File: config.mk
export PLATFORM = sky130hd
export DESIGN_NAME = fp_normalize_round
export DESIGN_NICKNAME = d
export VERILOG_FILES = /design/src/rtl/fp_normalize_round_pkg.sv /design/src/rtl/fp_round_rne.sv /design/src/rtl/fp_normalize_round.sv
export SDC_FILE = /design/constraint.sdc
export NUM_CORES = 1
export LEC_CHECK = 0
export CAP_MARGIN = 20
export CORE_ASPECT_RATIO = 0.6
export CORE_MARGIN = 1
export CORE_UTILIZATION = 35
export CTS_CLUSTER_DIAMETER = 40
export DETAILED_ROUTE_END_ITERATION = 8
export PLACE_DENSITY = 0.63
export SLEW_MARGIN = 20
export SYNTH_ARGS = -nofsm -noshare
export SYNTH_HDL_FRONTEND = slang
export SYNTH_HIERARCHICAL = 1
export SYNTH_SLANG_ARGS = --single-unit
export TNS_END_PERCENT = 10
File: constraint.sdc
create_clock -name clk -period 3.89 [get_ports clk]
set_input_delay 0.389 -clock clk [delete_from_list [all_inputs] [get_ports clk]]
set_output_delay 0.389 -clock clk [all_outputs]
set_load 0.03 [all_outputs]
File: src/rtl/fp_normalize_round_pkg.sv
// Shared widths, field positions, FSM states and result layout for the FP normalize/round block.
package fp_normalize_round_pkg;

  localparam int unsigned EXP_W  = 8;
  localparam int unsigned FRAC_W = 23;
  localparam int unsigned MANT_W = FRAC_W + 4;       // hidden + frac + G + R + S
  localparam int unsigned SUM_W  = MANT_W + 1;       // plus carry bit
  localparam int unsigned SIG_W  = FRAC_W + 1;       // hidden + frac
  localparam int unsigned RND_W  = SIG_W + 1;        // significand plus rounding carry
  localparam int unsigned IEXP_W = 10;               // signed working exponent
  localparam int unsigned RES_W  = 1 + EXP_W + FRAC_W;

  localparam int BIAS    = 127;
  localparam int EXP_MAX = 255;

  localparam int unsigned CARRY_BIT  = 27;
  localparam int unsigned HIDDEN_BIT = 26;
  localparam int unsigned LSB_BIT    = 3;
  localparam int unsigned G_BIT      = 2;
  localparam int unsigned R_BIT      = 1;
  localparam int unsigned S_BIT      = 0;

  typedef enum logic [1:0] {
    ST_IDLE  = 2'd0,
    ST_NORM  = 2'd1,
    ST_ROUND = 2'd2,
    ST_OUT   = 2'd3
  } state_e;

  typedef struct packed {
    logic              sign;
    logic [EXP_W-1:0]  exp;
    logic [FRAC_W-1:0] frac;
  } fp32_t;

endpackage

File: src/rtl/fp_round_rne.sv
// Round-to-nearest-even of a normalized (or subnormal) significand and field packing.
module fp_round_rne
  import fp_normalize_round_pkg::*;
(
  input  logic [MANT_W-1:0]        mant_i,
  input  logic signed [IEXP_W-1:0] exp_i,
  output logic [EXP_W-1:0]         exp_c,
  output logic [FRAC_W-1:0]        frac_c,
  output logic                     inexact_c,
  output logic                     overflow_c
);

  logic                     up;
  logic [RND_W-1:0]         sum;
  logic [SIG_W-1:0]         sig;
  logic signed [IEXP_W-1:0] exp_r;

  // Increment on G with R/S/LSB, renormalize on carry-out, then pack or saturate to infinity.
  always_comb begin
    up        = mant_i[G_BIT] & (mant_i[R_BIT] | mant_i[S_BIT] | mant_i[LSB_BIT]);
    inexact_c = |mant_i[G_BIT:S_BIT];
    sum       = {1'b0, mant_i[HIDDEN_BIT:LSB_BIT]} + RND_W'(up);
    if (sum[RND_W-1]) begin
      sig   = sum[RND_W-1:1];
      exp_r = exp_i + IEXP_W'(1);
    end else begin
      sig   = sum[SIG_W-1:0];
      exp_r = exp_i;
    end
    overflow_c = 1'b0;
    exp_c      = '0;
    frac_c     = sig[FRAC_W-1:0];
    if (sig[SIG_W-1]) begin
      if (exp_r >= IEXP_W'(EXP_MAX)) begin
        overflow_c = 1'b1;
        exp_c      = '1;
        frac_c     = '0;
      end else if (exp_r < IEXP_W'(1)) begin
        // A subnormal that rounded up into the hidden bit becomes the smallest normal.
        exp_c = EXP_W'(1);
      end else begin
        exp_c = exp_r[EXP_W-1:0];
      end
    end
  end

endmodule

File: src/rtl/fp_normalize_round.sv
// Post-add normalizer and RNE rounder for single precision with valid/ready on both sides.
module fp_normalize_round
  import fp_normalize_round_pkg::*;
(
  input  logic             clk,
  input  logic             rst_n,
  input  logic             in_valid,
  output logic             in_ready,
  input  logic             in_sign,
  input  logic [EXP_W-1:0] in_exp,
  input  logic [SUM_W-1:0] in_mant,
  input  logic             in_sticky,
  output logic             out_valid,
  input  logic             out_ready,
  output logic [RES_W-1:0] out_result,
  output logic             out_inexact,
  output logic             out_overflow
);

  state_e                   state_q, state_d;
  logic [SUM_W-1:0]         mant_q, mant_d;
  logic signed [IEXP_W-1:0] exp_q, exp_d;
  logic                     sign_q, sign_d;
  logic                     special_q, special_d;
  logic                     out_valid_q, out_valid_d;
  fp32_t                    result_q, result_d;
  logic                     inexact_q, inexact_d;
  logic                     overflow_q, overflow_d;

  logic                     capture;
  logic [EXP_W-1:0]         rnd_exp;
  logic [FRAC_W-1:0]        rnd_frac;
  logic                     rnd_inexact;
  logic                     rnd_overflow;

  fp_round_rne u_round (
    .mant_i     (mant_q[MANT_W-1:0]),
    .exp_i      (exp_q),
    .exp_c      (rnd_exp),
    .frac_c     (rnd_frac),
    .inexact_c  (rnd_inexact),
    .overflow_c (rnd_overflow)
  );

  // Accept when idle, or when the held result retires this same cycle.
  always_comb begin
    in_ready = (state_q == ST_IDLE) | ((state_q == ST_OUT) & out_ready);
    capture  = in_valid & in_ready;
  end

  // Next-state and datapath: one normalization step per NORM cycle, single-cycle round.
  always_comb begin
    state_d     = state_q;
    mant_d      = mant_q;
    exp_d       = exp_q;
    sign_d      = sign_q;
    special_d   = special_q;
    out_valid_d = out_valid_q;
    result_d    = result_q;
    inexact_d   = inexact_q;
    overflow_d  = overflow_q;

    case (state_q)
      ST_IDLE: ;
      ST_NORM: begin
        if (special_q) begin
          state_d = ST_ROUND;
        end else if (mant_q == '0) begin
          exp_d   = '0;
          state_d = ST_ROUND;
        end else if (mant_q[CARRY_BIT]) begin
          // The bit shifted out folds into sticky.
          mant_d  = {1'b0, mant_q[SUM_W-1:2], mant_q[R_BIT] | mant_q[S_BIT]};
          exp_d   = exp_q + IEXP_W'(1);
          state_d = ST_ROUND;
        end else if (mant_q[HIDDEN_BIT]) begin
          state_d = ST_ROUND;
        end else if (exp_q > IEXP_W'(1)) begin
          mant_d  = mant_q << 1;
          exp_d   = exp_q - IEXP_W'(1);
        end else begin
          state_d = ST_ROUND;
        end
      end
      ST_ROUND: begin
        out_valid_d = 1'b1;
        state_d     = ST_OUT;
        if (special_q) begin
          result_d   = '{sign: sign_q, exp: '1, frac: mant_q[HIDDEN_BIT-1:LSB_BIT]};
          inexact_d  = 1'b0;
          overflow_d = 1'b0;
        end else begin
          result_d   = '{sign: sign_q, exp: rnd_exp, frac: rnd_frac};
          inexact_d  = rnd_inexact;
          overflow_d = rnd_overflow;
        end
      end
      ST_OUT: begin
        if (out_ready) begin
          out_valid_d = 1'b0;
          result_d    = '0;
          inexact_d   = 1'b0;
          overflow_d  = 1'b0;
          state_d     = ST_IDLE;
        end
      end
      default: state_d = ST_IDLE;
    endcase

    if (capture) begin
      mant_d    = {in_mant[SUM_W-1:1], in_mant[S_BIT] | in_sticky};
      exp_d     = IEXP_W'(in_exp);
      sign_d    = in_sign;
      special_d = &in_exp;
      state_d   = ST_NORM;
    end
  end

  // State and output registers.
  always_ff @(posedge clk or negedge rst_n) begin
    if (!rst_n) begin
      state_q     <= ST_IDLE;
      mant_q      <= '0;
      exp_q       <= '0;
      sign_q      <= 1'b0;
      special_q   <= 1'b0;
      out_valid_q <= 1'b0;
      result_q    <= '0;
      inexact_q   <= 1'b0;
      overflow_q  <= 1'b0;
    end else begin
      state_q     <= state_d;
      mant_q      <= mant_d;
      exp_q       <= exp_d;
      sign_q      <= sign_d;
      special_q   <= special_d;
      out_valid_q <= out_valid_d;
      result_q    <= result_d;
      inexact_q   <= inexact_d;
      overflow_q  <= overflow_d;
    end
  end

  assign out_valid    = out_valid_q;
  assign out_result   = result_q;
  assign out_inexact  = inexact_q;
  assign out_overflow = overflow_q;

endmodule

==> flow_summary.json, run 1 <==
{
  "cts_resized": 0,
  "fmax_mhz": 279,
  "total_leakage_power_uw": 0.00270,
  "clkSlewWorstSetupHoldPaths_ns": 0.06,
  "dr_total_vias": 5374,
  "core_mm2": 0.0155,
  "vias_per_cell": 5.88,
  "io_buffer_count": 77,
  "synth_cells": 638,
  "worstSetupPathType": "flip-flop to flip-flop",
  "drt-pass1-iter-count": 7,
  "finalNetCount": 759,
  "place_area_mm2": 0.00650,
  "cts_setup_buffers": 0,
  "cts_tree": "done",
  "fp.dieH_um": 99.9,
  "grt_antenna_before_repair": 0,
  "rsz0062_at_grt": "false",
  "synthFlopType": "dfrtp_1",
  "grt_pass1_wl_um": 27800,
  "htreeDepth": 3,
  "ctsHoldBuffers": 0,
  "numCtsBuffers": 9,
  "track_usage": 0.220,
  "ant_nets": 0,
  "p_sw_frac": 0.486,
  "arrival_ns": 3.76,
  "intPower_uw": 3080,
  "wl_per_cell_um": 19.0,
  "setup_viol": 0,
  "root_buffer": "clkbuf_16",
  "synth_edf_count": 0,
  "worst_slew_pin_slew_ns": 0.866,
  "powerDensity_mw_per_mm2": 878,
  "area_growth_pct": 21.9,
  "mostFrequentLayoutCell": "dfrtp_1",
  "finalSetupTns_ns": 0,
  "drtIter0Drc": 688,
  "status": "finished clean",
  "ios": 78,
  "slew_viol_final": 0,
  "p_total_uw": 5990,
  "yosys_warnings": 6,
  "synth-seq-cells": 77,
  "final_layout_size_suffix_gt1_frac": 0.131,
  "hold_path_class": "primary input to async pin",
  "drc": 0,
  "clock_path_buffers": 2,
  "cp-end-kind": "flip-flop",
  "yosysTopAreaCell": "dfrtp_1",
  "synth.avg_cell_area_um2": 8.76,
  "hpwl_um": 12400,
  "ys_types": 76,
  "initial_core_util": 0.362,
  "synth_nets": 690,
  "fillCellCount": 1500,
  "ir_drop_mv": 0.465,
  "postSynth.asyncResetShare": 1.00,
  "fp.dieW_um": 165,
  "final_util": 0.441,
  "timing.final.crit_period_ns": 3.58,
  "start_kind": "flip-flop",
  "switchingPower_uw": 2910,
  "post-route-cell-area_mm2": 0.00682,
  "synth_top_area_frac": 0.345,
  "most-common-layout-cells": "77 x dfrtp_1, 76 x clkdlybuf4s50_1, 71 x nand2_1",
  "dieArea_mm2": 0.0165,
  "critPathRequiredTime_ns": 4.07,
  "clk_latency_ns": 0.35,
  "grt_max_degree": 78,
  "clkPwrFrac": 0.153,
  "maxCapViolations": 0,
  "skew_ns": 0.0120,
  "syn_area_mm2": 0.00559,
  "slew_headroom": 0.423,
  "grt_pass1_vias": 5056,
  "cp_max_fo": 12,
  "wl_um": 17400,
  "synthTopCellsByArea": "dfrtp_1 34%, nand2_1 4.8%, mux2i_1 4.7%",
  "gp_congestion": 0.945,
  "p_seq_frac": 0.285,
  "synth_seq_area_share": 0.345,
  "combinationalPowerShare": 0.562,
  "grt_overflow": 0,
  "fin_crit_sh": 0.920,
  "hold_viol_final": 0,
  "n_antenna_cell": 0,
  "clock-sinks": 77,
  "rows": 35
}
[kinds of logic after synthesis]
group,Yosys count,synth area share
buf+inv,58,0.0620
fa+ha+maj,10,0.0224
compound gates,177,0.224
simple gates,267,0.264
flops,77,0.345
mux,27,0.0486
xor+xnor,22,0.0345
[worst max-delay path, cell delays in order, from the launching register on]
cell and delay (ns):
dfrtp_1 0.49, and2_1 0.20, ha_1 0.21, and3_1 0.29, nand4_1 0.41, nor4_1 0.55, o22ai_1 0.19, o21a_4 0.29
nor2_4 0.35, nor3_1 0.12, mux2i_1 0.20, o21ai_0 0.10
[flip-flops by register name (all words and copies together), names as in the netlist]
name          flops
out_inexact       1
out_result       32
mant_q           28
state_q           2
out_overflow      1
special_q         1
out_valid         1
exp_q            10
sign_q            1
[power by group through the flow]
stage	Clock [µW]	Sequential, µW	Combinational [µW]
floorplan	0	1860	2150
global placement	0	1680	3270
detailed placement	0	1710	3320
CTS	940	1690	3340
global route	964	1770	3700
finish	916	1710	3360
[per-layer routing]
metal | routed length, µm | share of wire | global-route usage
met3 | 1670 | 0.096 | 0.0537
met1 | 8670 | 0.50 | 0.340
met5 | 0 | 0 | 0
met2 | 6900 | 0.40 | 0.294
met4 | 163 | 0.0094 | 0.0621
[cells in the mapped netlist (3+ instances only)]
| cell type | number |
|---|---|
| and4_1 | 7 |
| a22o_1 | 4 |
| xnor2_1 | 11 |
| buf_6 | 11 |
| o31ai_1 | 7 |
| nand3_1 | 12 |
| nand4_1 | 16 |
| a211oi_2 | 5 |
| a221oi_1 | 25 |
| a211oi_1 | 4 |
| mux2i_1 | 26 |
| or2_2 | 3 |
| nor2_1 | 46 |
| and3_1 | 30 |
| nor2_2 | 13 |
| buf_2 | 4 |
| nand2_1 | 71 |
| a21o_1 | 3 |
| o21ai_2 | 3 |
| clkbuf_1 | 18 |
| buf_1 | 3 |
| a31oi_1 | 8 |
| xor2_1 | 11 |
| o2bb2ai_1 | 4 |
| nor3_2 | 3 |
| clkbuf_8 | 3 |
| dfrtp_1 | 77 |
| nor2b_1 | 3 |
| inv_1 | 18 |
| o21ai_0 | 38 |
| a32oi_1 | 3 |
| nand2b_1 | 3 |
| nor4_1 | 12 |
| a21oi_2 | 3 |
| a21oi_1 | 46 |
| nor4b_1 | 3 |
| nor3_1 | 20 |
| ha_1 | 10 |
[metrics by stage]
stage / instances / hold WS, ns / setup slack [ns]
CTS: 914 / 0.252 / 0.405
floorplan: 638 / 0.0934 / 1.08
detailed placement: 899 / 0.456 / 0.481
finish: 914 / 0.0864 / 0.311
global placement: 899 / 0.453 / 0.599
global route: 914 / 0.134 / 0.0766
[path summary, 6_finish.rpt]
check	from	to	slack, ns	depth (start not counted)
min in group clk	out_result[24]	out_result[24]	0.46	2
setup / recovery	mant_q[3]	out_result[12]	0.31	11
hold reg to reg	out_result[24]	out_result[24]	0.46	2
max in group asynchronous	rst_n	exp_q[4]	3.31	1
hold / removal	rst_n	out_result[11]	0.09	1
setup reg to reg	mant_q[3]	out_result[12]	0.31	11
[layout make-up]
class / instances / area, µm² / share of cell area
tap: 203 / 254 / 0.0373
multi-input combinational: 503 / 3320 / 0.488
timing repair buffer: 98 / 930 / 0.136
clock buffer: 11 / 243 / 0.0356
clock inverter: 4 / 72.6 / 0.0106
sequential: 77 / 1930 / 0.283
inverter: 18 / 67.6 / 0.00991
Note: power is estimated with default switching activity, not from simulation.
==> inputs of run 2 (changes only) <==
CORE_UTILIZATION = 30   (was 35)
PLACE_DENSITY = 0.57   (was 0.63)
==> flow_summary.json, run 2 (same netlist as run 1, synthesis figures left out) <==
{
  "status": "finished clean",
  "largest_reg_flops": 32,
  "fp.dieW_um": 178,
  "cp_slowest_cell": "nor4_1",
  "dr_total_vias": 5285,
  "seqCellArea_mm2": 0.00193,
  "io_buffer_count": 77,
  "skew_ns": 0.00714,
  "clkSlewWorstSetupHoldPaths_ns": 0.06,
  "ctsHoldBuffers": 0,
  "grt_overflow": 0,
  "rows": 38,
  "wl_um": 18000,
  "fp.dieH_um": 108,
  "switchingPower_uw": 2990,
  "p_sw_frac": 0.490,
  "grt_antenna_before_repair": 0,
  "path_cells": "and2_1 -> ha_1 -> and3_1 -> nand4_1 -> nor4_1 -> o22ai_1 -> o21a_4 -> o21ai_4 -> nor2_1 -> mux2i_1 -> o21ai_0",
  "cp-end-kind": "flip-flop",
  "dieArea_mm2": 0.0192,
  "grt_max_degree": 50,
  "setup_viol": 0,
  "slowest_delay_ns": 0.55,
  "finalSetupTns_ns": 0,
  "final_layout_size_suffix_gt1_frac": 0.134,
  "ios": 78,
  "cts_tree": "done",
  "cts_resized": 0,
  "drc": 0,
  "clkPwrFrac": 0.156,
  "combinationalPowerShare": 0.563,
  "gp_congestion": 0.917,
  "wl_per_cell_um": 18.8,
  "track_usage": 0.196,
  "post-route-cell-area_mm2": 0.00690,
  "finalNetCount": 761,
  "p_seq_frac": 0.281,
  "hpwl_um": 13000,
  "cts_setup_buffers": 0,
  "start_kind": "flip-flop",
  "initial_core_util": 0.308,
  "place_area_mm2": 0.00658,
  "hold_viol_final": 0,
  "worst_slew_pin_slew_ns": 1.01,
  "arrival_ns": 3.67,
  "fin_crit_sh": 0.901,
  "slew_viol_final": 0,
  "drtIter0Drc": 361,
  "grt_pass1_wl_um": 28600,
  "multi_input_area_mm2": 0.00333,
  "cp_max_fo": 11,
  "numCtsBuffers": 9,
  "most-common-layout-cells": "77 x dfrtp_1, 76 x clkdlybuf4s50_1, 71 x nand2_1",
  "intPower_uw": 3110,
  "clock-sinks": 77,
  "slew_headroom": 0.325,
  "core_mm2": 0.0182,
  "total_leakage_power_uw": 0.00272,
  "timing.final.crit_period_ns": 3.51,
  "area_growth_pct": 23.5,
  "clk_latency_ns": 0.35,
  "root_buffer": "clkbuf_16",
  "p_total_uw": 6110,
  "ir_drop_mv": 0.439,
  "rsz0062_at_grt": "false",
  "hold_path_class": "primary input to async pin",
  "ant_nets": 0,
  "clock_path_buffers": 2,
  "maxCapViolations": 0,
  "vias_per_cell": 5.54,
  "fillCellCount": 1892,
  "powerDensity_mw_per_mm2": 885,
  "critPathRequiredTime_ns": 4.06,
  "mostFrequentLayoutCell": "dfrtp_1",
  "grt_pass1_vias": 4843,
  "htreeDepth": 3,
  "worstSetupPathType": "flip-flop to flip-flop",
  "n_antenna_cell": 0,
  "fmax_mhz": 285,
  "drt-pass1-iter-count": 5
}
-- run 2: changes by cell type in the layout (fill, tap and decap cells not counted), sizes merged --
cell / before / now
clkinvlp: 1 / 2
buf: 22 / 24
-- run 2: cell type report --
class	count	area share
clock buffers	11	0.0352
clock inverters	5	0.0121
inverters	18	0.00979
multi-input cells	503	0.482
flip-flops and latches	77	0.279
well taps	240	0.0435
repair buffers	100	0.138
-- run 2: power by group through the flow --
stage | Clock (µW) | Combinational [µW] | Sequential (µW)
final | 953 | 3440 | 1720
after CTS | 970 | 3410 | 1700
after global placement | 0 | 3380 | 1710
after floorplan | 0 | 2150 | 1860
after detailed placement | 0 | 3390 | 1710
after global routing | 1000 | 3790 | 1780
-- run 2: worst max-delay path, delay by kind of cell, from the launching register on --
kind,cells,cell delay [ns]
AO/OA/AOI/OAI,4,0.99
adder cells (fa/ha/maj),1,0.20
flip-flops,1,0.50
multiplexers,1,0.17
AND/OR/NAND/NOR,5,1.47
-- run 2: metrics by stage --
stage          setup slack, ns  instances  hold WS, ns   util
6_report                 0.384        954       0.0784  0.380
2_1_floorplan             1.08        638       0.0934      -
4_1_cts                  0.462        954        0.112  0.380
5_1_grt                  0.212        954        0.129  0.380
3_5_place_dp             0.555        938        0.459  0.362
3_3_place_gp             0.681        938        0.456  0.362
-- run 2: metal layers --
metal,wire length (µm),vias up,track usage,share of wire
met5,0,-,0,0
met2,6550,235,0.241,0.36
met1,9590,2505,0.315,0.53
met4,136,0,0.0375,0.0076
met3,1670,13,0.0618,0.093
li1,-,2532,-,-
-- run 2: worst paths after layout --
path	from	end	slack (ns)	cells past startpoint
max	mant_q[3]	out_result[3]	0.38	11
min	rst_n	out_result[13]	0.08	1
min reg2reg	out_result[28]	out_result[28]	0.47	2
min in group clk	out_result[28]	out_result[28]	0.47	2
max in group asynchronous	rst_n	exp_q[1]	2.96	2
max reg2reg	mant_q[3]	out_result[3]	0.38	11
==> inputs of run 3 (changes only) <==
GPL_TIMING_DRIVEN = 0   (was unset)
==> flow_summary.json, run 3 (same netlist as run 1, synthesis figures left out) <==
{
  "use_met1": 0.322,
  "track_usage": 0.192,
  "fin_crit_sh": 0.898,
  "ant_nets": 0,
  "setup_viol": 0,
  "most-common-layout-cells": "77 x dfrtp_1, 76 x clkdlybuf4s50_1, 71 x nand2_1",
  "clk_latency_ns": 0.35,
  "fp.dieH_um": 108,
  "critPathRequiredTime_ns": 4.10,
  "clkSlewWorstSetupHoldPaths_ns": 0.07,
  "drt-pass1-iter-count": 5,
  "vias_per_cell": 5.49,
  "slew_headroom": 0.271,
  "hold_viol_final": 0,
  "io_buffer_count": 77,
  "powerDensity_mw_per_mm2": 861,
  "worstSetupPathType": "flip-flop to flip-flop",
  "final_util": 0.386,
  "mostFrequentLayoutCell": "dfrtp_1",
  "initial_core_util": 0.308,
  "cp_max_fo": 10,
  "fillCellCount": 1883,
  "drc": 0,
  "fmax_mhz": 286,
  "cts_tree": "done",
  "hold_path_class": "flip-flop to flip-flop",
  "ir_drop_mv": 0.389,
  "status": "finished clean",
  "timing.final.crit_period_ns": 3.49,
  "fp.dieW_um": 178,
  "rows": 38,
  "finalSetupTns_ns": 0,
  "grt_pass1_vias": 4833,
  "rsz0062_at_grt": "false",
  "finalNetCount": 782,
  "skew_ns": 0.0139,
  "grt_use_met3": 0.0364,
  "core_mm2": 0.0182,
  "r2r_slack_ns": 0.40,
  "dr_total_vias": 5356,
  "n_antenna_cell": 0,
  "cp-end-kind": "flip-flop",
  "drtIter0Drc": 393,
  "maxCapViolations": 0,
  "clock_path_buffers": 2,
  "grt_max_degree": 53,
  "largest_reg_flops": 32,
  "grt_overflow": 0,
  "arrival_ns": 3.70,
  "numCtsBuffers": 9,
  "start_kind": "flip-flop",
  "grt_pass1_wl_um": 28200,
  "clock-sinks": 77,
  "wl_per_cell_um": 18.3,
  "final_layout_size_suffix_gt1_frac": 0.128,
  "busiest_layer": "met1",
  "grt_antenna_before_repair": 0,
  "gp_congestion": 0.919,
  "hpwl_um": 13400,
  "slew_viol_final": 0,
  "root_buffer": "clkbuf_16",
  "dieArea_mm2": 0.0192,
  "met2_usage": 0.239,
  "wl_um": 17800,
  "total_leakage_power_uw": 0.00275,
  "htreeDepth": 3,
  "ios": 78,
  "area_growth_pct": 25.4,
  "worst_slew_pin_slew_ns": 1.09
}
==> run 3: power by group <==
group	internal, µW	switching, µW
Combinational	1400	1900
Clock	497	364
Sequential	1160	718
Total	3050	2980
==> run 3: final timing paths <==
| path | from | endpoint | cells past startpoint |
|---|---|---|---|
| hold reg to reg | out_result[28] | out_result[28] | 2 |
| setup reg to reg | mant_q[3] | out_result[16] | 13 |
| min in group asynchronous | rst_n | out_result[12] | 2 |
| setup / recovery | mant_q[3] | out_result[16] | 13 |
| max in group asynchronous | rst_n | mant_q[20] | 3 |
| hold / removal | out_result[28] | out_result[28] | 2 |
==> run 3: area by class of cell <==
cell class              count  area, µm²  area share
well taps                 240        300      0.0428
clock inverters             6       61.3     0.00875
flip-flops and latches     77       1930       0.275
repair buffers             81        821       0.117
clock buffers              10        229      0.0327
inverters                  18       67.6     0.00964
plain buffers              40        279      0.0398
multi-input cells         503       3320       0.474
==> run 3: metal layers <==
| metal | share of wire | up-vias | wire [µm] |
|---|---|---|---|
| met1 | 0.54 | 2525 | 9710 |
| met2 | 0.37 | 247 | 6570 |
| li1 | - | 2565 | - |
| met5 | 0 | - | 0 |
| met3 | 0.079 | 19 | 1410 |
| met4 | 0.0093 | 0 | 166 |
==> run 3: critical path, stage by stage (launching register included) <==
cell      delay (ns)
dfrtp_1         0.57
and2_1          0.19
ha_1            0.20
and3_1          0.16
clkbuf_1        0.27
nand4_1         0.22
nor4_1          0.56
o22ai_1         0.20
o21a_4          0.29
nor2_4          0.12
buf_6           0.18
a21oi_1         0.05
mux2i_1         0.23
o21ai_0         0.11
==> run 3: what timing repair did <==
item                                   4_1_cts  5_1_grt
setup endpoints to repair                    0       19
hold buffers                                 1        0
endpoints found under the hold margin       25        0
gates resized for setup                      0        1
setup buffers                                0        2
==> run 3: stage by stage <==
stage,std cells,worst slack (ns),cell area [µm²],power [µW],hold WS (ns)
6_report,975,0.398,7010,6030,0.473
5_1_grt,975,0.249,7010,6480,0.496
4_1_cts,973,0.264,6990,6000,0.482
3_5_place_dp,956,0.283,6690,5110,0.326
3_3_place_gp,955,-0.471,6660,5090,0.452
2_1_floorplan,638,1.08,5590,4010,0.0934
